### config.mk
export PLATFORM = sky130hd
export DESIGN_NAME = des_round_key_stream
export DESIGN_NICKNAME = d
export VERILOG_FILES = /design/src/rtl/des_round_key_stream.sv
export SDC_FILE = /design/constraint.sdc
export NUM_CORES = 1
export LEC_CHECK = 0
export ABC_AREA = 1
export CORE_MARGIN = 4
export CORE_UTILIZATION = 52
export DETAILED_ROUTE_END_ITERATION = 7
export HOLD_SLACK_MARGIN = 0.06
export PLACE_DENSITY = 0.84
export REMOVE_ABC_BUFFERS = 1
export SETUP_SLACK_MARGIN = 0.05
export SYNTH_ARGS = -nofsm -noshare
export SYNTH_HDL_FRONTEND = slang
export SYNTH_SLANG_ARGS = --single-unit
### constraint.sdc
create_clock -name clk -period 2.49 [get_ports clk]
set_input_delay 0.3735 -clock clk [delete_from_list [all_inputs] [get_ports clk]]
set_output_delay 0.3735 -clock clk [all_outputs]
set_load 0.005 [all_outputs]
### src/rtl/des_round_key_stream.sv
// DES key scheduler: loads a post-PC1 key once and streams the 16 PC2 round keys
// over valid/ready, K1..K16 for encryption and K16..K1 for decryption.

module des_key_permutation2 (
    input  logic [0:55] input_wires,
    output logic [0:47] output_wires
);
    // PC2 selection; indices are zero-based positions in {C,D}
    assign output_wires = {
        input_wires[13], input_wires[16], input_wires[10], input_wires[23], input_wires[0],  input_wires[4],
        input_wires[2],  input_wires[27], input_wires[14], input_wires[5],  input_wires[20], input_wires[9],
        input_wires[22], input_wires[18], input_wires[11], input_wires[3],  input_wires[25], input_wires[7],
        input_wires[15], input_wires[6],  input_wires[26], input_wires[19], input_wires[12], input_wires[1],
        input_wires[40], input_wires[51], input_wires[30], input_wires[36], input_wires[46], input_wires[54],
        input_wires[29], input_wires[39], input_wires[50], input_wires[44], input_wires[32], input_wires[47],
        input_wires[43], input_wires[48], input_wires[38], input_wires[55], input_wires[33], input_wires[52],
        input_wires[45], input_wires[41], input_wires[49], input_wires[35], input_wires[28], input_wires[31]
    };
endmodule

module des_round_key_stream (
    input  logic        clk,
    input  logic        rst,
    input  logic        start,
    input  logic [0:55] input_key,
    input  logic        is_encrypt,
    output logic        key_valid,
    input  logic        key_ready,
    output logic [0:47] round_key,
    output logic [3:0]  round_index,
    output logic        busy,
    output logic        done
);
    localparam int unsigned HALF_W = 28;
    localparam int unsigned CNT_W  = 4;

    typedef enum logic {
        IDLE   = 1'b0,
        STREAM = 1'b1
    } state_t;

    state_t              state, state_next;
    logic [0:HALF_W-1]   c_reg, d_reg, c_next, d_next;
    logic [CNT_W-1:0]    cnt, cnt_next, cnt_inc;
    logic                enc, enc_next, done_next;
    logic                xfer, by_two;
    logic [0:47]         pc2_out;

    function automatic logic [0:HALF_W-1] rotl(input logic [0:HALF_W-1] x, input logic two);
        return two ? {x[2:HALF_W-1], x[0:1]} : {x[1:HALF_W-1], x[0]};
    endfunction

    function automatic logic [0:HALF_W-1] rotr(input logic [0:HALF_W-1] x, input logic two);
        return two ? {x[HALF_W-2:HALF_W-1], x[0:HALF_W-3]} : {x[HALF_W-1], x[0:HALF_W-2]};
    endfunction

    assign key_valid   = (state == STREAM);
    assign busy        = (state == STREAM);
    assign round_index = cnt;
    assign xfer        = key_valid && key_ready;
    assign cnt_inc     = cnt + CNT_W'(1);
    // Single-bit shifts fall where the DES schedule has them, in both directions
    assign by_two      = !((cnt_inc == CNT_W'(1)) || (cnt_inc == CNT_W'(8)) || (cnt_inc == CNT_W'(15)));

    des_key_permutation2 u_pc2 (
        .input_wires  ({c_reg, d_reg}),
        .output_wires (pc2_out)
    );

    assign round_key = key_valid ? pc2_out : '0;

    // Next-state and register update logic
    always_comb begin
        state_next = state;
        c_next     = c_reg;
        d_next     = d_reg;
        cnt_next   = cnt;
        enc_next   = enc;
        done_next  = 1'b0;
        case (state)
            IDLE: begin
                if (start) begin
                    state_next = STREAM;
                    cnt_next   = '0;
                    enc_next   = is_encrypt;
                    if (is_encrypt) begin
                        c_next = rotl(input_key[0:27], 1'b0);
                        d_next = rotl(input_key[28:55], 1'b0);
                    end else begin
                        c_next = input_key[0:27];
                        d_next = input_key[28:55];
                    end
                end
            end
            STREAM: begin
                if (xfer) begin
                    if (cnt == CNT_W'(15)) begin
                        state_next = IDLE;
                        cnt_next   = '0;
                        done_next  = 1'b1;
                    end else begin
                        cnt_next = cnt_inc;
                        if (enc) begin
                            c_next = rotl(c_reg, by_two);
                            d_next = rotl(d_reg, by_two);
                        end else begin
                            c_next = rotr(c_reg, by_two);
                            d_next = rotr(d_reg, by_two);
                        end
                    end
                end
            end
            default: state_next = IDLE;
        endcase
    end

    always_ff @(posedge clk or posedge rst) begin
        if (rst) begin
            state <= IDLE;
            c_reg <= '0;
            d_reg <= '0;
            cnt   <= '0;
            enc   <= 1'b0;
            done  <= 1'b0;
        end else begin
            state <= state_next;
            c_reg <= c_next;
            d_reg <= d_next;
            cnt   <= cnt_next;
            enc   <= enc_next;
            done  <= done_next;
        end
    end
endmodule

==> results.md, run 1 <==
* YS warnings at 0
* Worst setup EP type: primary output
* Vias per inst at 5.57
* Antenna-violating nets left at 0
* Clock power frac at 8.6%
* Syn Area/Cell at 5.97 µm²
* DRC at 0
* Adder-cell share of the synthesized area at 0.706%
* Initial antenna violation count at 0
* CP startpoint: busy$_DFF_PP0_
* Root buffer cell: clkbuf_8
* Switching Share at 49.5%
* Status: completed
* Synth Area in XOR/XNOR at 0%
* Tot GR Track Use at 25.8%
* Synth Flop Type: dfrtp_1
* Worst path cell trace: buf_4, nand2_1, inv_1, clkdlybuf4s50_1
* Fin crit share at 94.0%
* Max-cap violations at 0
* # rows at 36
* Mapped Area at 5320 µm²
* Num CTS Buffers at 9
* Ant. Diodes at 0
* Slew @ Worst Pin at 0.648 ns
* Min Hold Slack at 0.396 ns
* DR WL/cell at 13.7 µm
* Main combinational cell family by area after synthesis: simple AND/OR/NAND/NOR gates
* Worst vdd ir at 1.36 mV
* Relative slew margins at 56.8%
* CP max FO at 25
* Crit path DAT at 1.97 ns
* Cells after synthesis at 891
* Register area share after synthesis at 29.6%
* Area growth syn-to-layout at 24.9%
* Detail Placement HPWL at 9610 µm
* Crit-path leading delay family: buffers and inverters
* Setup crit start kind: flip-flop
* Io pins at 116
* Reg-to-Reg End: c_reg[14]$_DFFE_PP0P_
* Max frequency at 427 MHz
* Clock-pin slew on the worst setup and hold paths at 0.07 ns
* WP data required at 2.12 ns
* Area of the core at 9860 µm²
* Compound-Gate Fraction of Synth Area at 16.4%
* Library cells used by synthesis at 19
* Starting density of the core at 53.9%
* Logic pwr share at 69.3%
* Post_cts resized at 0
* Worst r2r src: round_index[1]$_DFFE_PP0P_
* Leak at 0.00334 µW
* Slowest cell on crit path: dfrtp_4
* Nets at 1024
* CP bufs+invs at 3
* R2r worst-path depth at 11
* Die Span Y at 109 µm
* First-pass GRT wire length at 25500 µm
* Pre-antenna DRT Iters at 5
* Seq pwr share at 22.1%
* Mux share of post-synthesis cell area at 0%
* DR vias at 6120
* EDFF count, synth at 0
* Sw Pwr at 4700 µW
* CTS Buffer Depth at 2
* Setup Buffers After CTS at 0
* Overflow after GRT at 0
* Largest net degree at the start of global routing at 113
* Core Util, Final at 67.3%
* Die X at 109 µm
* P_int at 4790 µW
* Cell count along the critical path at 4
* Setup violators final at 0
* CTS HTree Levels at 3
* Final Hold Viols at 0
* I/O Buffers at 115
* Crit path largest cell delay at 0.58 ns
* CTS tree: built
* R2r setup slk at 0.55 ns
* DRT iter0 DRCs at 476
* Worst-Skew Late Latency at 0.35 ns
* RSZ-0062 raised after global routing: false
* Die area at 11900 µm²
* Synth Register Bits at 63
* Minimum clock period at 2.34 ns
* Power Density at 1430 nW/µm²
* Vias in the first global route at 5855
* Synth Area in Simple Gates at 38.2%
* Fillers at 895
* Hold_buf cts at 0
* Setup Skew at 0.00773 ns
* Layout cell share with drive strength beyond 1 at 3.83%
* Final wirelength at 15100 µm
* GPL Wtd Cong at 0.850
* Critical Setup Path Class: reg -> out
* Clk sinks at 63
* Share of synthesized registers carrying an async set or reset at 100%
* Slew Limit Fails at 0
* Class of the worst hold path: in -> async
-- cells by family (layout without fill, tap and decap cells) --
group / after synthesis / in the layout
fa+ha+maj: 3 / 3
flops: 63 / 63
buf+inv: 188 / 262
simple gates: 463 / 463
compound gates: 174 / 174
-- metal layers --
| metal | global-route usage (%) | up-vias | wire [µm] |
|---|---|---|---|
| li1 | - | 3063 | - |
| met1 | 32.1 | 2787 | 6290 |
| met2 | 45.0 | 257 | 7510 |
| met3 | 4.85 | 13 | 1160 |
| met4 | 7.94 | 0 | 112 |
| met5 | 0 | - | 0 |
-- synthesized netlist by cell type, types with 3 or more instances --
| cell | count | area share (%) |
|---|---|---|
| nor2_1 | 113 | 8.0 |
| buf_4 | 9 | 1.3 |
| ha_1 | 3 | 0.71 |
| nand2_1 | 120 | 8.5 |
| buf_6 | 6 | 1.3 |
| a21oi_1 | 56 | 5.3 |
| buf_2 | 10 | 0.94 |
| nand3_1 | 227 | 21 |
| inv_1 | 114 | 8.0 |
| o21ai_0 | 116 | 11 |
| buf_1 | 10 | 0.71 |
| clkbuf_1 | 37 | 2.6 |
| dfrtp_1 | 63 | 30 |
-- through the flow --
step | total power (µW) | cells | setup TNS (ns) | setup WS [ns] | cell area, µm²
3_3_place_gp | 8520 | 1082 | 0 | 0.526 | 6470
3_5_place_dp | 8630 | 1082 | 0 | 0.461 | 6470
5_1_grt | 10500 | 1098 | 0 | 0.0610 | 6640
2_1_floorplan | 6180 | 818 | -154.49 | -2.64 | 4950
6_report | 9490 | 1098 | 0 | 0.150 | 6640
4_1_cts | 9470 | 1098 | 0 | 0.169 | 6640
-- worst max-delay path by stage --
stage / end / slack (ns)
floorplan: c_reg[0]$_DFFE_PP0P_ / -2.64
global placement: d_reg[2]$_DFFE_PP0P_ / 0.53
detailed placement: c_reg[6]$_DFFE_PP0P_ / 0.46
CTS: round_key[40] / 0.17
global route: round_key[40] / 0.06
finish: round_key[40] / 0.15
-- power by group through the flow --
stage	Combinational [µW]	Clock (µW)	Sequential, µW
after floorplan	4110	0	2060
after global placement	6420	0	2100
after detailed placement	6530	0	2100
after CTS	6560	824	2090
after global routing	7410	869	2180
final	6580	811	2100
-- tightest hold or removal path, cell delays in order --
cell             delay (ns)
clkdlybuf4s50_1        0.42
inv_2                  0.06
buf_4                  0.28
-- cells in the final DEF (no fill, tap or decap), drive strengths merged --
master / count
a21oi: 56
buf: 17
clkbuf: 13
clkdlybuf4s50: 114
clkinv: 2
clkinvlp: 1
dfrtp: 63
ha: 3
inv: 115
nand2: 121
nand3: 228
nand4: 1
nor2: 113
o21ai: 116
o22ai: 2
-- area by class of cell --
class | instances | area (µm²) | share of cell area [%]
clock buffers | 13 | 159 | 2.39
clock inverters | 3 | 17.5 | 0.264
inverters | 115 | 432 | 6.50
multi-input cells | 640 | 2950 | 44.4
flip-flops and latches | 63 | 1580 | 23.8
well taps | 133 | 166 | 2.51
repair buffers | 131 | 1340 | 20.2
(Power assumes the default switching activity.)
==> run 2: changes to the inputs <==
DONT_BUFFER_PORTS = 1   (was unset)
PLACE_DENSITY = 0.69   (was 0.84)
SLEW_MARGIN = 20   (was unset)
clock period = 2.7 ns   (was 2.49 ns; I/O delays follow)
==> run 2 against run 1 <==
Sequential power decreased by 9.5%; register-to-register slack got worse by 0.04 ns; wire length decreased by 0.44%; first-iteration DRC count increased by 8.6%; sequential share of layout area increased by 5.4 points; count of clock-buffer cells in the layout decreased by 2; combinational power decreased by 23%; power decreased by 19%; critical path depth increased by 7; final area decreased by 18%; largest cell class unchanged.
==> results.md, run 2 (synthesis results as in run 1) <==
* Status: completed
* Worst setup EP type: flip-flop
* Die X at 109 µm (unchanged)
* Num CTS Buffers at 9 (unchanged)
* I/O Buffers at 0 (-100%)
* Total power at 7690 µW (-19%)
* Setup Skew at 0.0103 ns (+0.00262 ns)
* Relative slew margins at 37.4% (-19 points)
* Class of the worst hold path: in -> async
* Final Hold Viols at 0 (unchanged)
* Crit path DAT at 2.47 ns (+0.50 ns)
* Vias in the first global route at 5347 (-8.7%)
* Uppermost layer routed: met4
* CTS HTree Levels at 3 (unchanged)
* WP data required at 2.98 ns (+0.86 ns)
* Most frequent cells in the layout: nand3_1 (227), nand2_1 (118), o21ai_0 (116), inv_1 (113), nor2_1 (113)
* RSZ-0062 raised after global routing: false
* Setup Buffers After CTS at 0 (unchanged)
* Tot GR Track Use at 25.3% (-0.47 points)
* Met2 Wirelength at 7260 µm (-3.4%)
* Nets at 904 (-12%)
* Max frequency at 457 MHz
* Root buffer cell: clkbuf_8
* Leak at 0.00285 µW (-15%)
* Clk sinks at 63 (unchanged)
* DR vias at 5814 (-5.0%)
* CTS tree: built
* Critical Setup Path Class: reg -> reg
* Largest net degree at the start of global routing at 113 (unchanged)
* Die area at 11900 µm² (unchanged)
* Clock-pin slew on the worst setup and hold paths at 0.08 ns (about the same)
* Detail Placement HPWL at 9230 µm (-4.0%)
* Power Density at 1420 nW/µm² (-0.62%)
* Initial antenna violation count at 0 (unchanged)
* Placed Area at 5260 µm² (-19%)
* Slowest cell on crit path: buf_4
* GPL Wtd Cong at 0.841 (-1.0%)
* Crit path largest cell delay at 0.50 ns (-0.08 ns)
* DRC at 0 (unchanged)
* First-pass GRT wire length at 24400 µm (-4.4%)
* Setup violators final at 0 (unchanged)
* R2r setup slk at 0.51 ns (-0.04 ns)
* Ant. Diodes at 0 (unchanged)
* Overflow after GRT at 0 (unchanged)
* # rows at 36 (unchanged)
* DR WL/cell at 15.3 µm (+12%)
* Die Span Y at 109 µm (unchanged)
* Post-Route Setup TNS at 0 ns (unchanged)
* Fin crit share at 81.0%
* CP max FO at 56 (+120%)
* Max-cap violations at 0 (unchanged)
* Met1 wire length at 6220 µm (-1.2%)
* Area of the core at 9860 µm² (unchanged)
* Slew Limit Fails at 0 (unchanged)
* Io pins at 116 (unchanged)
* Setup crit start kind: flip-flop
* Min Hold Slack at 0.133 ns (-0.263 ns)
* Slew @ Worst Pin at 0.937 ns (+0.289 ns)
* CTS Buffer Depth at 2 (unchanged)
* Hold_buf cts at 0 (unchanged)
* Pre-antenna DRT Iters at 5 (unchanged)
* DRT iter0 DRCs at 517 (+8.6%)
* Design area at 5420 µm² (-18%)
* Worst path cell trace: ha_1, inv_1, nand2_1, nand2_1, nand2_1, nand2_2, buf_4, nand3_1, nand3_1, nand3_1, a21oi_1
* Antenna-violating nets left at 0 (unchanged)
* Area growth syn-to-layout at 1.86%
* Minimum clock period at 2.19 ns
* Layout cell share with drive strength beyond 1 at 3.91% (+0.071 points)
* Metal3 WL at 1220 µm (+4.9%)
* Final wirelength at 15000 µm (-0.44%)
* Worst vdd ir at 0.676 mV (-50%)
* Vias per inst at 5.94 (+6.7%)
* Worst-Skew Late Latency at 0.36 ns (about the same)
* Starting density of the core at 53.9% (unchanged)
* Most common cell after layout, fill and taps aside: nand3_1
* Post_cts resized at 0 (unchanged)
-- run 2: cell types whose count changed in the layout (fill, tap and decap cells not counted), sizes merged --
cell,change
clkdlybuf4s50,-114
clkbuf,-2
clkinv,+3
buf,-6
clkinvlp,-1
-- run 2: metrics by stage --
stage	instances	worst slack [ns]	util, %
2_1_floorplan	818	-2.43	-
3_3_place_gp	962	0.676	53.3
3_5_place_dp	962	0.572	53.3
4_1_cts	978	0.557	54.9
5_1_grt	978	0.309	54.9
6_report	978	0.512	54.9
-- run 2: report_power, final --
| part | leakage [µW] | total, µW | internal, µW | switching, µW |
|---|---|---|---|---|
| registers | 0.000698 | 1900 | 1420 | 475 |
| clock network | 0.0000866 | 724 | 326 | 398 |
| logic | 0.00206 | 5070 | 1720 | 3350 |
-- run 2: routing by layer --
layer	up-vias	track usage, %
met5	-	0
met4	0	10.6
met2	265	42.7
li1	2824	-
met3	24	4.85
met1	2701	31.5
-- run 2: area by class of cell --
cell class                      count  area [µm²]
Fill cell                        1008        4450
Clock inverter                      5        25.0
Timing Repair Buffer               11         133
Multi-Input combinational cell    640        2950
Sequential cell                    63        1580
Tap cell                          133         166
Inverter                          115         432
Clock buffer                       11         131
-- run 2: final timing paths --
kind,endpoint,start,cells after the start
setup / recovery,c_reg[0]$_DFFE_PP0P_,round_index[1]$_DFFE_PP0P_,11
hold / removal,d_reg[17]$_DFFE_PP0P_,rst,1
setup reg to reg,c_reg[0]$_DFFE_PP0P_,round_index[1]$_DFFE_PP0P_,11
hold reg to reg,d_reg[25]$_DFFE_PP0P_,d_reg[25]$_DFFE_PP0P_,2
max in group asynchronous,c_reg[10]$_DFFE_PP0P_,rst,2
min in group clk,done$_DFF_PP0_,key_ready,2
-- run 2: critical path, delay by kind of cell (launching register included) --
kind / cells / cell delay [ns]
and+or+nand+nor: 7 / 0.70
buffers and inverters: 2 / 0.56
DFF: 1 / 0.45
adders and majority gates: 1 / 0.25
AOI/OAI and AO/OA: 1 / 0.14
